$ cat src/rtl/sram_frame_arbiter_if.sv
// Signal bundle between the frame arbiter, its display/renderer clients and the async SRAM pins.
// Handshake: a pixel write transfers on a rising edge where wr_valid and wr_ready are both high;
// wr_x/wr_y/wr_data must be stable while wr_valid is high, and wr_valid may not drop before that edge.
interface sram_frame_arbiter_if;
   logic        line_req;
   logic [9:0]  line_y;
   logic        line_done;
   logic        line_err;
   logic        fifo_we;
   logic [15:0] fifo_data;
   logic        fifo_full;
   logic        wr_valid;
   logic        wr_ready;
   logic [9:0]  wr_x;
   logic [9:0]  wr_y;
   logic [15:0] wr_data;
   logic        frame_done;
   logic        vblank;
   logic        flip_page;
   logic [19:0] SRAM_ADDR;
   logic [15:0] SRAM_DQ_out;
   logic        SRAM_DQ_oe;
   logic [15:0] SRAM_DQ_in;
   logic        SRAM_CE_N;
   logic        SRAM_UB_N;
   logic        SRAM_LB_N;
   logic        SRAM_OE_N;
   logic        SRAM_WE_N;

   modport slave (
      input  line_req, line_y, fifo_full, wr_valid, wr_x, wr_y, wr_data,
             frame_done, vblank, SRAM_DQ_in,
      output line_done, line_err, fifo_we, fifo_data, wr_ready, flip_page,
             SRAM_ADDR, SRAM_DQ_out, SRAM_DQ_oe,
             SRAM_CE_N, SRAM_UB_N, SRAM_LB_N, SRAM_OE_N, SRAM_WE_N
   );

   modport master (
      output line_req, line_y, fifo_full, wr_valid, wr_x, wr_y, wr_data,
             frame_done, vblank, SRAM_DQ_in,
      input  line_done, line_err, fifo_we, fifo_data, wr_ready, flip_page,
             SRAM_ADDR, SRAM_DQ_out, SRAM_DQ_oe,
             SRAM_CE_N, SRAM_UB_N, SRAM_LB_N, SRAM_OE_N, SRAM_WE_N
   );
endinterface

$ cat src/rtl/sram_frame_arbiter.sv
// Shares one async SRAM port between display line fetches (priority) and renderer pixel writes,
// and flips the front/back frame page during vertical blank.
module sram_frame_arbiter #(
   parameter int H_RES   = 640,
   parameter int V_RES   = 480,
   parameter int ACC_CYC = 3
) (
   input  logic                Clk,
   input  logic                Reset_N,
   sram_frame_arbiter_if.slave bus,
   output logic [1:0]          dbg_state_o
);
   localparam int              CW       = (ACC_CYC > 1) ? $clog2(ACC_CYC) : 1;
   localparam logic [CW-1:0]   CYC_LAST = CW'(ACC_CYC - 1);
   localparam logic [9:0]      X_LAST   = 10'(H_RES - 1);

   typedef enum logic [1:0] {IDLE = 2'd0, READ = 2'd1, WRITE = 2'd2} state_t;

   state_t          state_q, state_d;
   logic [9:0]      x_q, x_d;
   logic [CW-1:0]   cyc_q, cyc_d;
   logic            line_pend_q, line_pend_d;
   logic [9:0]      line_y_q, line_y_d;
   logic [9:0]      wr_x_q, wr_x_d;
   logic [8:0]      wr_y_q, wr_y_d;
   logic [15:0]     wr_data_q, wr_data_d;
   logic            flip_q, flip_d;
   logic            flip_pend_q, flip_pend_d;
   logic            line_done_q, line_done_d;
   logic            line_err_q, line_err_d;

   logic            line_ok;
   logic            wr_ok;
   logic            wr_ready;

   assign line_ok  = (line_y_q < 10'(V_RES));
   assign wr_ok    = (bus.wr_x < 10'(H_RES)) && (bus.wr_y < 10'(V_RES));
   assign wr_ready = (state_q == IDLE) && !line_pend_q && !bus.line_req && !flip_pend_q;
   assign dbg_state_o = state_q;

   always_ff @(posedge Clk or negedge Reset_N) begin
      if (!Reset_N) begin
         state_q     <= IDLE;
         x_q         <= '0;
         cyc_q       <= '0;
         line_pend_q <= 1'b0;
         line_y_q    <= '0;
         wr_x_q      <= '0;
         wr_y_q      <= '0;
         wr_data_q   <= '0;
         flip_q      <= 1'b0;
         flip_pend_q <= 1'b0;
         line_done_q <= 1'b0;
         line_err_q  <= 1'b0;
      end else begin
         state_q     <= state_d;
         x_q         <= x_d;
         cyc_q       <= cyc_d;
         line_pend_q <= line_pend_d;
         line_y_q    <= line_y_d;
         wr_x_q      <= wr_x_d;
         wr_y_q      <= wr_y_d;
         wr_data_q   <= wr_data_d;
         flip_q      <= flip_d;
         flip_pend_q <= flip_pend_d;
         line_done_q <= line_done_d;
         line_err_q  <= line_err_d;
      end
   end

   always_comb begin
      state_d     = state_q;
      x_d         = x_q;
      cyc_d       = cyc_q;
      line_pend_d = line_pend_q;
      line_y_d    = line_y_q;
      wr_x_d      = wr_x_q;
      wr_y_d      = wr_y_q;
      wr_data_d   = wr_data_q;
      flip_d      = flip_q;
      flip_pend_d = flip_pend_q | bus.frame_done;
      line_done_d = 1'b0;
      line_err_d  = 1'b0;

      // Only one line fetch can be outstanding; a second request is reported, not queued.
      if (bus.line_req) begin
         if (line_pend_q || state_q == READ) begin
            line_err_d = 1'b1;
         end else begin
            line_pend_d = 1'b1;
            line_y_d    = bus.line_y;
         end
      end

      case (state_q)
         IDLE: begin
            cyc_d = '0;
            if (line_pend_q) begin
               state_d = READ;
               x_d     = '0;
            end else if (flip_pend_q && bus.vblank) begin
               flip_d      = ~flip_q;
               flip_pend_d = bus.frame_done;
            end else if (bus.wr_valid && wr_ready && wr_ok) begin
               state_d   = WRITE;
               wr_x_d    = bus.wr_x;
               wr_y_d    = bus.wr_y[8:0];
               wr_data_d = bus.wr_data;
            end
         end
         READ: begin
            if (!line_ok) begin
               line_done_d = 1'b1;
               line_pend_d = 1'b0;
               state_d     = IDLE;
            end else if (cyc_q != CYC_LAST) begin
               cyc_d = cyc_q + CW'(1);
            end else if (!bus.fifo_full) begin
               cyc_d = '0;
               if (x_q == X_LAST) begin
                  line_done_d = 1'b1;
                  line_pend_d = 1'b0;
                  state_d     = IDLE;
               end else begin
                  x_d = x_q + 10'd1;
               end
            end
         end
         WRITE: begin
            if (cyc_q == CYC_LAST) begin
               cyc_d   = '0;
               state_d = IDLE;
            end else begin
               cyc_d = cyc_q + CW'(1);
            end
         end
         default: state_d = IDLE;
      endcase
   end

   // Strobes decode from the registered state, so reset releases the bus immediately.
   always_comb begin
      bus.SRAM_CE_N   = 1'b1;
      bus.SRAM_UB_N   = 1'b1;
      bus.SRAM_LB_N   = 1'b1;
      bus.SRAM_OE_N   = 1'b1;
      bus.SRAM_WE_N   = 1'b1;
      bus.SRAM_DQ_oe  = 1'b0;
      bus.SRAM_ADDR   = '0;
      bus.SRAM_DQ_out = wr_data_q;
      bus.fifo_we     = 1'b0;
      bus.fifo_data   = bus.SRAM_DQ_in;
      bus.wr_ready    = wr_ready;
      bus.line_done   = line_done_q;
      bus.line_err    = line_err_q;
      bus.flip_page   = flip_q;
      case (state_q)
         READ: begin
            if (line_ok) begin
               bus.SRAM_CE_N = 1'b0;
               bus.SRAM_UB_N = 1'b0;
               bus.SRAM_LB_N = 1'b0;
               bus.SRAM_OE_N = 1'b0;
               bus.SRAM_ADDR = {flip_q, line_y_q[8:0], x_q};
               bus.fifo_we   = (cyc_q == CYC_LAST) && !bus.fifo_full;
            end
         end
         WRITE: begin
            bus.SRAM_CE_N  = 1'b0;
            bus.SRAM_UB_N  = 1'b0;
            bus.SRAM_LB_N  = 1'b0;
            bus.SRAM_WE_N  = 1'b0;
            bus.SRAM_DQ_oe = 1'b1;
            bus.SRAM_ADDR  = {~flip_q, wr_y_q, wr_x_q};
         end
         default: ;
      endcase
   end
endmodule

$ cat src/flat_wrapper.sv
// flat-port wrapper written by rule: the top's interface ports become plain ports
module sram_frame_arbiter_flat 
#(
   parameter int H_RES   = 640,
   parameter int V_RES   = 480,
   parameter int ACC_CYC = 3
)
  (Clk, Reset_N, dbg_state_o, bus_line_req, bus_line_y, bus_fifo_full, bus_wr_valid, bus_wr_x, bus_wr_y, bus_wr_data, bus_frame_done, bus_vblank, bus_SRAM_DQ_in, bus_line_done, bus_line_err, bus_fifo_we, bus_fifo_data, bus_wr_ready, bus_flip_page, bus_SRAM_ADDR, bus_SRAM_DQ_out, bus_SRAM_DQ_oe, bus_SRAM_CE_N, bus_SRAM_UB_N, bus_SRAM_LB_N, bus_SRAM_OE_N, bus_SRAM_WE_N);
  sram_frame_arbiter_if bus_i ();
  input  logic Clk;
  input  logic Reset_N;
  output logic [1:0] dbg_state_o;
  input wire logic [$bits(bus_i.line_req)-1:0] bus_line_req;
  input wire logic [$bits(bus_i.line_y)-1:0] bus_line_y;
  input wire logic [$bits(bus_i.fifo_full)-1:0] bus_fifo_full;
  input wire logic [$bits(bus_i.wr_valid)-1:0] bus_wr_valid;
  input wire logic [$bits(bus_i.wr_x)-1:0] bus_wr_x;
  input wire logic [$bits(bus_i.wr_y)-1:0] bus_wr_y;
  input wire logic [$bits(bus_i.wr_data)-1:0] bus_wr_data;
  input wire logic [$bits(bus_i.frame_done)-1:0] bus_frame_done;
  input wire logic [$bits(bus_i.vblank)-1:0] bus_vblank;
  input wire logic [$bits(bus_i.SRAM_DQ_in)-1:0] bus_SRAM_DQ_in;
  output wire logic [$bits(bus_i.line_done)-1:0] bus_line_done;
  output wire logic [$bits(bus_i.line_err)-1:0] bus_line_err;
  output wire logic [$bits(bus_i.fifo_we)-1:0] bus_fifo_we;
  output wire logic [$bits(bus_i.fifo_data)-1:0] bus_fifo_data;
  output wire logic [$bits(bus_i.wr_ready)-1:0] bus_wr_ready;
  output wire logic [$bits(bus_i.flip_page)-1:0] bus_flip_page;
  output wire logic [$bits(bus_i.SRAM_ADDR)-1:0] bus_SRAM_ADDR;
  output wire logic [$bits(bus_i.SRAM_DQ_out)-1:0] bus_SRAM_DQ_out;
  output wire logic [$bits(bus_i.SRAM_DQ_oe)-1:0] bus_SRAM_DQ_oe;
  output wire logic [$bits(bus_i.SRAM_CE_N)-1:0] bus_SRAM_CE_N;
  output wire logic [$bits(bus_i.SRAM_UB_N)-1:0] bus_SRAM_UB_N;
  output wire logic [$bits(bus_i.SRAM_LB_N)-1:0] bus_SRAM_LB_N;
  output wire logic [$bits(bus_i.SRAM_OE_N)-1:0] bus_SRAM_OE_N;
  output wire logic [$bits(bus_i.SRAM_WE_N)-1:0] bus_SRAM_WE_N;
  assign bus_i.line_req = bus_line_req;
  assign bus_i.line_y = bus_line_y;
  assign bus_i.fifo_full = bus_fifo_full;
  assign bus_i.wr_valid = bus_wr_valid;
  assign bus_i.wr_x = bus_wr_x;
  assign bus_i.wr_y = bus_wr_y;
  assign bus_i.wr_data = bus_wr_data;
  assign bus_i.frame_done = bus_frame_done;
  assign bus_i.vblank = bus_vblank;
  assign bus_i.SRAM_DQ_in = bus_SRAM_DQ_in;
  assign bus_line_done = bus_i.line_done;
  assign bus_line_err = bus_i.line_err;
  assign bus_fifo_we = bus_i.fifo_we;
  assign bus_fifo_data = bus_i.fifo_data;
  assign bus_wr_ready = bus_i.wr_ready;
  assign bus_flip_page = bus_i.flip_page;
  assign bus_SRAM_ADDR = bus_i.SRAM_ADDR;
  assign bus_SRAM_DQ_out = bus_i.SRAM_DQ_out;
  assign bus_SRAM_DQ_oe = bus_i.SRAM_DQ_oe;
  assign bus_SRAM_CE_N = bus_i.SRAM_CE_N;
  assign bus_SRAM_UB_N = bus_i.SRAM_UB_N;
  assign bus_SRAM_LB_N = bus_i.SRAM_LB_N;
  assign bus_SRAM_OE_N = bus_i.SRAM_OE_N;
  assign bus_SRAM_WE_N = bus_i.SRAM_WE_N;
  sram_frame_arbiter #(.H_RES(H_RES), .V_RES(V_RES), .ACC_CYC(ACC_CYC)) u_core (.Clk(Clk), .Reset_N(Reset_N), .bus(bus_i), .dbg_state_o(dbg_state_o));
endmodule
$ cat config.mk
export PLATFORM = sky130hd
export DESIGN_NAME = sram_frame_arbiter_flat
export DESIGN_NICKNAME = d
export VERILOG_FILES = /design/src/rtl/sram_frame_arbiter_if.sv /design/src/rtl/sram_frame_arbiter.sv /design/src/flat_wrapper.sv
export SDC_FILE = /design/constraint.sdc
export NUM_CORES = 1
export LEC_CHECK = 0
export CORE_ASPECT_RATIO = 1.4
export CORE_MARGIN = 8
export CORE_UTILIZATION = 45
export DETAILED_ROUTE_END_ITERATION = 12
export GPL_ROUTABILITY_DRIVEN = 0
export GPL_TIMING_DRIVEN = 0
export HOLD_SLACK_MARGIN = 0.15
export PLACE_DENSITY = 0.93
export SKIP_LAST_GASP = 1
export SYNTH_ARGS = -nofsm -noshare
export SYNTH_HDL_FRONTEND = slang
export SYNTH_SLANG_ARGS = --single-unit
$ cat constraint.sdc
create_clock -name Clk -period 2.92 [get_ports Clk]
set_input_delay 0.438 -clock Clk [delete_from_list [all_inputs] [get_ports Clk]]
set_output_delay 0.438 -clock Clk [all_outputs]
set_load 0.02 [all_outputs]
==> results.json, run 1 <==
{
  "path_cells": "inv_1, ha_1, buf_4, inv_1, clkbuf_4, nor2_4, buf_4, a22oi_1, nor2b_1, dlygate4sd2_1",
  "vdd_ir_drop_max_mv": 0.477,
  "critPathSlowestCell": "dfrtp_1",
  "cts_tree": "done",
  "grt_pass1_vias": 3163,
  "final_common_cell": "clkdlybuf4s50_1",
  "hold-worst-slack_ns": 0.508,
  "worst_pin_slew_ns": 0.684,
  "crit_buf_inv": 6,
  "portBuffers": 117,
  "ys_warn_count": 0,
  "grt_max_degree": 36,
  "htree_levels": 3,
  "cp_slowest_stage_delay_ns": 0.43,
  "die_w_um": 90.2,
  "multi_input_area_um2": 1580,
  "fmax_mhz": 347,
  "fin_skew_ns": 0.00814,
  "antenna_found_initial": 0,
  "critPathRequiredTime_ns": 2.48,
  "antennaDiodeCount": 0,
  "slew_headroom": 0.544,
  "clock_latency_ns": 0.35,
  "cts_inserted_buffers": 9,
  "crit_type": "flop to output port",
  "layout_min_cycle_time_ns": 2.88,
  "clk_pin_slew_ns": 0.07,
  "grt_usage": 0.185,
  "num_vias": 2948,
  "status": "finished, final reports clean",
  "synth_seq_cells": 64,
  "die_h_um": 120,
  "yosys.cell_types.count": 51,
  "netlist_area_um2": 3470,
  "place_ws_ns": -0.247,
  "fin_crit_sh": 0.987,
  "crit_arrival_ns": 2.44,
  "coreArea_um2": 7610,
  "layout_common_cells": "clkdlybuf4s50_1, dfrtp_1, mux2_2",
  "clkSinkCount": 64,
  "wl_per_cell_um": 18.3,
  "drc_errors": 0,
  "fillers": 570,
  "synth_area_leader_cell": "dfrtp_1",
  "hold_viol_final": 0,
  "setup_ws_ns": 0.0394,
  "num_rows": 38,
  "avgSynthCellArea_um2": 11.5,
  "synth_edf_count": 0,
  "crit_fanout": 10,
  "drive_gt1_frac": 0.276,
  "die-area_um2": 10800,
  "async_flop_share": 1.00,
  "synth_fp_nets": 375,
  "start_util": 0.456,
  "via_per_inst": 5.48,
  "crit_family": "buffers and inverters",
  "rsz0062_at_grt": "true",
  "maxSlewViolCount": 0,
  "netlist_instances": 301,
  "clock_path_buffers": 2,
  "area_delta_synth_final_pct": 43.6,
  "ys_seq_area_frac": 0.462,
  "place_hpwl_um": 7550,
  "cp-start-kind": "flop",
  "end_kind": "output port",
  "fin_nets": 507,
  "ant_nets": 0,
  "routed_wirelength_um": 9830,
  "drt_iter0_drc": 233,
  "grt_pass1_wl_um": 16100,
  "setup_viol": 0,
  "drtPass1Iterations": 6,
  "power_density_nw_per_um2": 743,
  "hp-class": "flop to flop",
  "regArea_um2": 1600,
  "cap_violations": 0,
  "synth_top_flop_cell": "dfrtp_1",
  "synthTopCellsByArea": "dfrtp_1, mux2_2, nor2b_1, a22oi_1, buf_4",
  "clk_root_buffer_cell": "clkbuf_8",
  "gr-total-overflow": 0,
  "io_pins": 134,
  "synth_top_area_frac": 0.462,
  "power.leakage_nw": 2.24
}
-- logic make-up after synthesis --
| logic type | count (synthesis) | synth area share |
|---|---|---|
| adders and majority gates | 5 | 0.0180 |
| xor gates and xnor gates | 1 | 0.00253 |
| DFF | 64 | 0.462 |
| AOI/OAI and AO/OA | 49 | 0.117 |
| muxes | 51 | 0.164 |
| and+or+nand+nor | 88 | 0.153 |
| buffers and inverters | 43 | 0.0841 |
-- Yosys cell counts, types with 2 or more instances --
library cell / count
nand3_1: 9
buf_6: 7
a31oi_1: 2
mux2i_1: 5
nor2b_1: 23
a211o_1: 2
nor4_1: 2
buf_4: 19
nor3_1: 5
clkbuf_1: 6
or4_1: 2
inv_1: 6
and2_1: 2
nand2_1: 16
nand4_1: 5
a22oi_1: 19
nor2_1: 6
nand2b_1: 4
a41oi_1: 2
mux2_2: 46
o21ai_0: 6
buf_2: 5
a221o_1: 2
nor3b_1: 2
and3_1: 4
ha_1: 5
a21o_1: 2
dfrtp_1: 64
-- sequential cells by signal, indices dropped and copies added (netlist names) --
register	flops
u_core.bus.SRAM_DQ_out	16
u_core.dbg_state_o	2
u_core.line_y_q	10
u_core.line_pend_q	1
u_core.bus.flip_page	1
u_core.wr_x_q	10
u_core.bus.line_done	1
u_core.x_q	10
u_core.wr_y_q	9
u_core.flip_pend_q	1
u_core.bus.line_err	1
u_core.cyc_q	2
-- power breakdown --
part	leakage (nW)	switching (mW)	internal, mW
clock network	0.104	0.351	0.481
registers	0.850	0.174	1.08
logic	1.29	0.854	0.756
-- layer usage --
layer	part of all wire	routed length, µm	track usage	up-vias
met4	0.028	276	0.101	0
met1	0.38	3710	0.192	1446
met2	0.51	5000	0.318	140
li1	-	-	-	1339
met5	0	0	0	-
met3	0.085	836	0.0688	23
-- worst paths after layout --
path                       cells past startpoint                        end                       from  slack (ns)
max                                           10           bus_SRAM_ADDR[2]      u_core.dbg_state_o[1]        0.04
max in group asynchronous                      3       u_core.bus.line_done                    Reset_N        1.64
min reg2reg                                    1  u_core.bus.SRAM_DQ_out[0]  u_core.bus.SRAM_DQ_out[0]        0.51
min                                            1  u_core.bus.SRAM_DQ_out[0]  u_core.bus.SRAM_DQ_out[0]        0.51
max reg2reg                                    7              u_core.x_q[6]      u_core.dbg_state_o[0]        0.82
min in group asynchronous                      2           u_core.wr_y_q[3]                    Reset_N        0.66
-- metrics by stage --
step / cells / setup TNS [ns] / power, mW / area (µm²) / utilization
2_1_floorplan: 301 / 0 / 2.23 / 3470 / -
3_3_place_gp: 518 / -40.06 / 2.76 / 4760 / 0.626
3_5_place_dp: 519 / -2.76 / 2.83 / 4780 / 0.628
4_1_cts: 536 / -0.0247 / 3.69 / 5020 / 0.660
5_1_grt: 538 / -0.308 / 3.90 / 4980 / 0.655
6_report: 538 / 0 / 3.70 / 4980 / 0.655
-- area by class of cell --
| class | instances | share of cell area |
|---|---|---|
| sequential | 64 | 0.322 |
| tap | 100 | 0.0251 |
| multi-input combinational | 194 | 0.318 |
| clock buffer | 11 | 0.0264 |
| timing repair buffer | 121 | 0.230 |
| inverter | 6 | 0.00452 |
| buffer | 37 | 0.0578 |
| clock inverter | 5 | 0.0163 |
-- what timing repair did --
item	4_1_cts	5_1_grt
hold buffers	1	0
gates resized for setup	47	27
gates cloned	0	0
pin swaps	1	1
endpoints found under the hold margin	29	0
setup buffers	0	2
endpoints found under the setup margin	24	21
No activity file was read; power rests on OpenSTA's default activity.
==> run 2: changes to the inputs <==
--- a/config.mk
+++ b/config.mk
@@ -12,7 +12,7 @@
 export GPL_ROUTABILITY_DRIVEN = 0
 export GPL_TIMING_DRIVEN = 0
 export HOLD_SLACK_MARGIN = 0.15
-export PLACE_DENSITY = 0.93
+export PLACE_DENSITY_LB_ADDON = 0.25
 export SKIP_LAST_GASP = 1
 export SYNTH_ARGS = -nofsm -noshare
 export SYNTH_HDL_FRONTEND = slang
==> results.json, run 2 (synthesis gave the netlist of run 1 again) <==
{
  "status": "finished, final reports clean",
  "comb_power_share": 0.419,
  "routed_wirelength_um": 9680,
  "ant_nets": 0,
  "wl_per_cell_um": 18.1,
  "die-area_um2": 10800,
  "clock_latency_ns": 0.35,
  "largest_reg_flops": 16,
  "start_util": 0.456,
  "crit_arrival_ns": 2.37,
  "end_kind": "output port",
  "critPathLaunch": "u_core.dbg_state_o[1]",
  "clkPwrFrac": 0.253,
  "gr-total-overflow": 0,
  "wl_met1_um": 3480,
  "layout_min_cycle_time_ns": 2.81,
  "top_layer": "met4",
  "r2r_setup_slack_ns": 0.81,
  "p_sw_frac": 0.360,
  "vdd_ir_drop_max_mv": 0.495,
  "htree_levels": 3,
  "grt_pass1_vias": 3129,
  "p_int_mw": 2.44,
  "wl_met2_um": 5220,
  "num_rows": 38,
  "drtPass1Iterations": 5,
  "seqPwrFrac": 0.329,
  "power.leakage_nw": 2.25,
  "hold-worst-slack_ns": 0.164,
  "cap_violations": 0,
  "worst_r2r_endpoint": "u_core.x_q[6]",
  "crit_family": "buffers and inverters",
  "cp_slowest_stage_delay_ns": 0.43,
  "die_h_um": 120,
  "power_density_nw_per_um2": 767,
  "place_hpwl_um": 7310,
  "fin_skew_ns": 0.00904,
  "antenna_found_initial": 0,
  "drc_errors": 0,
  "fmax_mhz": 356,
  "coreArea_um2": 7610,
  "hold_viol_final": 0,
  "fillers": 636,
  "cp-start-kind": "flop",
  "slew_headroom": 0.453,
  "clock_path_buffers": 2,
  "die_w_um": 90.2,
  "path_cells": "inv_1, ha_1, buf_4, inv_1, buf_4, nor2_4, buf_4, a22oi_1, nor2b_1, dlygate4sd2_1",
  "r2r_start": "u_core.dbg_state_o[0]",
  "wl_met3_um": 752,
  "worst_pin_slew_ns": 0.821,
  "grt_pass1_wl_um": 15900,
  "rsz0062_at_grt": "true",
  "crit_type": "flop to output port",
  "portBuffers": 117,
  "crit_buf_inv": 6,
  "critPathSlowestCell": "dfrtp_1",
  "clkSinkCount": 64,
  "path_common_cell": "buf_4",
  "reg2regPathDepth": 7,
  "final_common_cell": "clkdlybuf4s50_1",
  "hp-class": "input pin to asynchronous set/reset pin",
  "setup_viol": 0,
  "total_power_mw": 3.82,
  "fin_crit_sh": 0.963,
  "clk_root_buffer_cell": "clkbuf_8",
  "crit_fanout": 10,
  "clk_pin_slew_ns": 0.07,
  "critPathRequiredTime_ns": 2.48,
  "layout_common_cells": "clkdlybuf4s50_1, dfrtp_1, mux2_2",
  "p_switching_mw": 1.37,
  "via_per_inst": 5.28,
  "utilization": 0.654,
  "cts_tree": "done",
  "drive_gt1_frac": 0.284,
  "area_delta_synth_final_pct": 43.4,
  "grt_max_degree": 65,
  "maxSlewViolCount": 0,
  "num_vias": 2831,
  "drt_iter0_drc": 149,
  "antennaDiodeCount": 0,
  "cts_inserted_buffers": 9,
  "grt_usage": 0.183,
  "io_pins": 134,
  "fin_nets": 505
}
[run 2: cell types whose count changed in the layout (fill, tap and decap cells not counted), sizes merged]
cell / delta
dlygate4sd3: -1
buf: -6
bufinv: +1
clkinv: -1
clkbuf: +8
clkdlybuf4s15: -3
[run 2: per-stage QoR]
step / setup TNS, ns / setup slack, ns / cells / instance area [µm²]
3_5_place_dp: -2.42 / -0.172 / 518 / 4760
5_1_grt: -0.0386 / -0.0386 / 536 / 4970
2_1_floorplan: 0 / 0.497 / 301 / 3470
6_report: 0 / 0.107 / 536 / 4970
3_3_place_gp: -50.50 / -0.763 / 518 / 4760
4_1_cts: 0 / 0.0104 / 535 / 5020
[run 2: how the worst max path moves through the flow]
stage,cells after the start,slack [ns],endpoint
finish,10,0.11,bus_SRAM_ADDR[2]
CTS,6,0.01,bus_fifo_we
detailed placement,10,-0.17,bus_SRAM_ADDR[3]
floorplan,7,0.50,bus_SRAM_LB_N
global route,10,-0.04,bus_SRAM_ADDR[2]
global placement,1,-0.76,u_core.x_q[1]
[run 2: per-layer routing]
layer,vias up,global-route usage
li1,1334,-
met1,1375,0.184
met2,100,0.326
met3,22,0.0744
met4,0,0.0836
met5,-,0
[run 2: final cells by class]
type                       count  area, µm²  area share
sequential                    64       1600       0.322
multi-input combinational    194       1580       0.318
timing repair buffer         119       1100       0.222
buffer                        37        285      0.0573
clock buffer                  11        151      0.0304
tap                          100        125      0.0252
clock inverter                 5        103      0.0206
inverter                       6       22.5     0.00453
[run 2: power by group through the flow]
stage	combinational (mW)	sequential (mW)	clock, mW
global route	1.73	1.28	1.02
floorplan	0.941	1.28	0
global placement	1.53	1.25	0
finish	1.60	1.26	0.964
CTS	1.60	1.25	0.984
detailed placement	1.57	1.27	0
[run 2: timing repair]
item | 4_1_cts | 5_1_grt
hold buffers | 0 | 0
endpoints found under the hold margin | 0 | 0
resized for setup | 32 | 37
setup endpoints to repair | 25 | 21
pin swaps | 1 | 1
setup buffers | 1 | 1
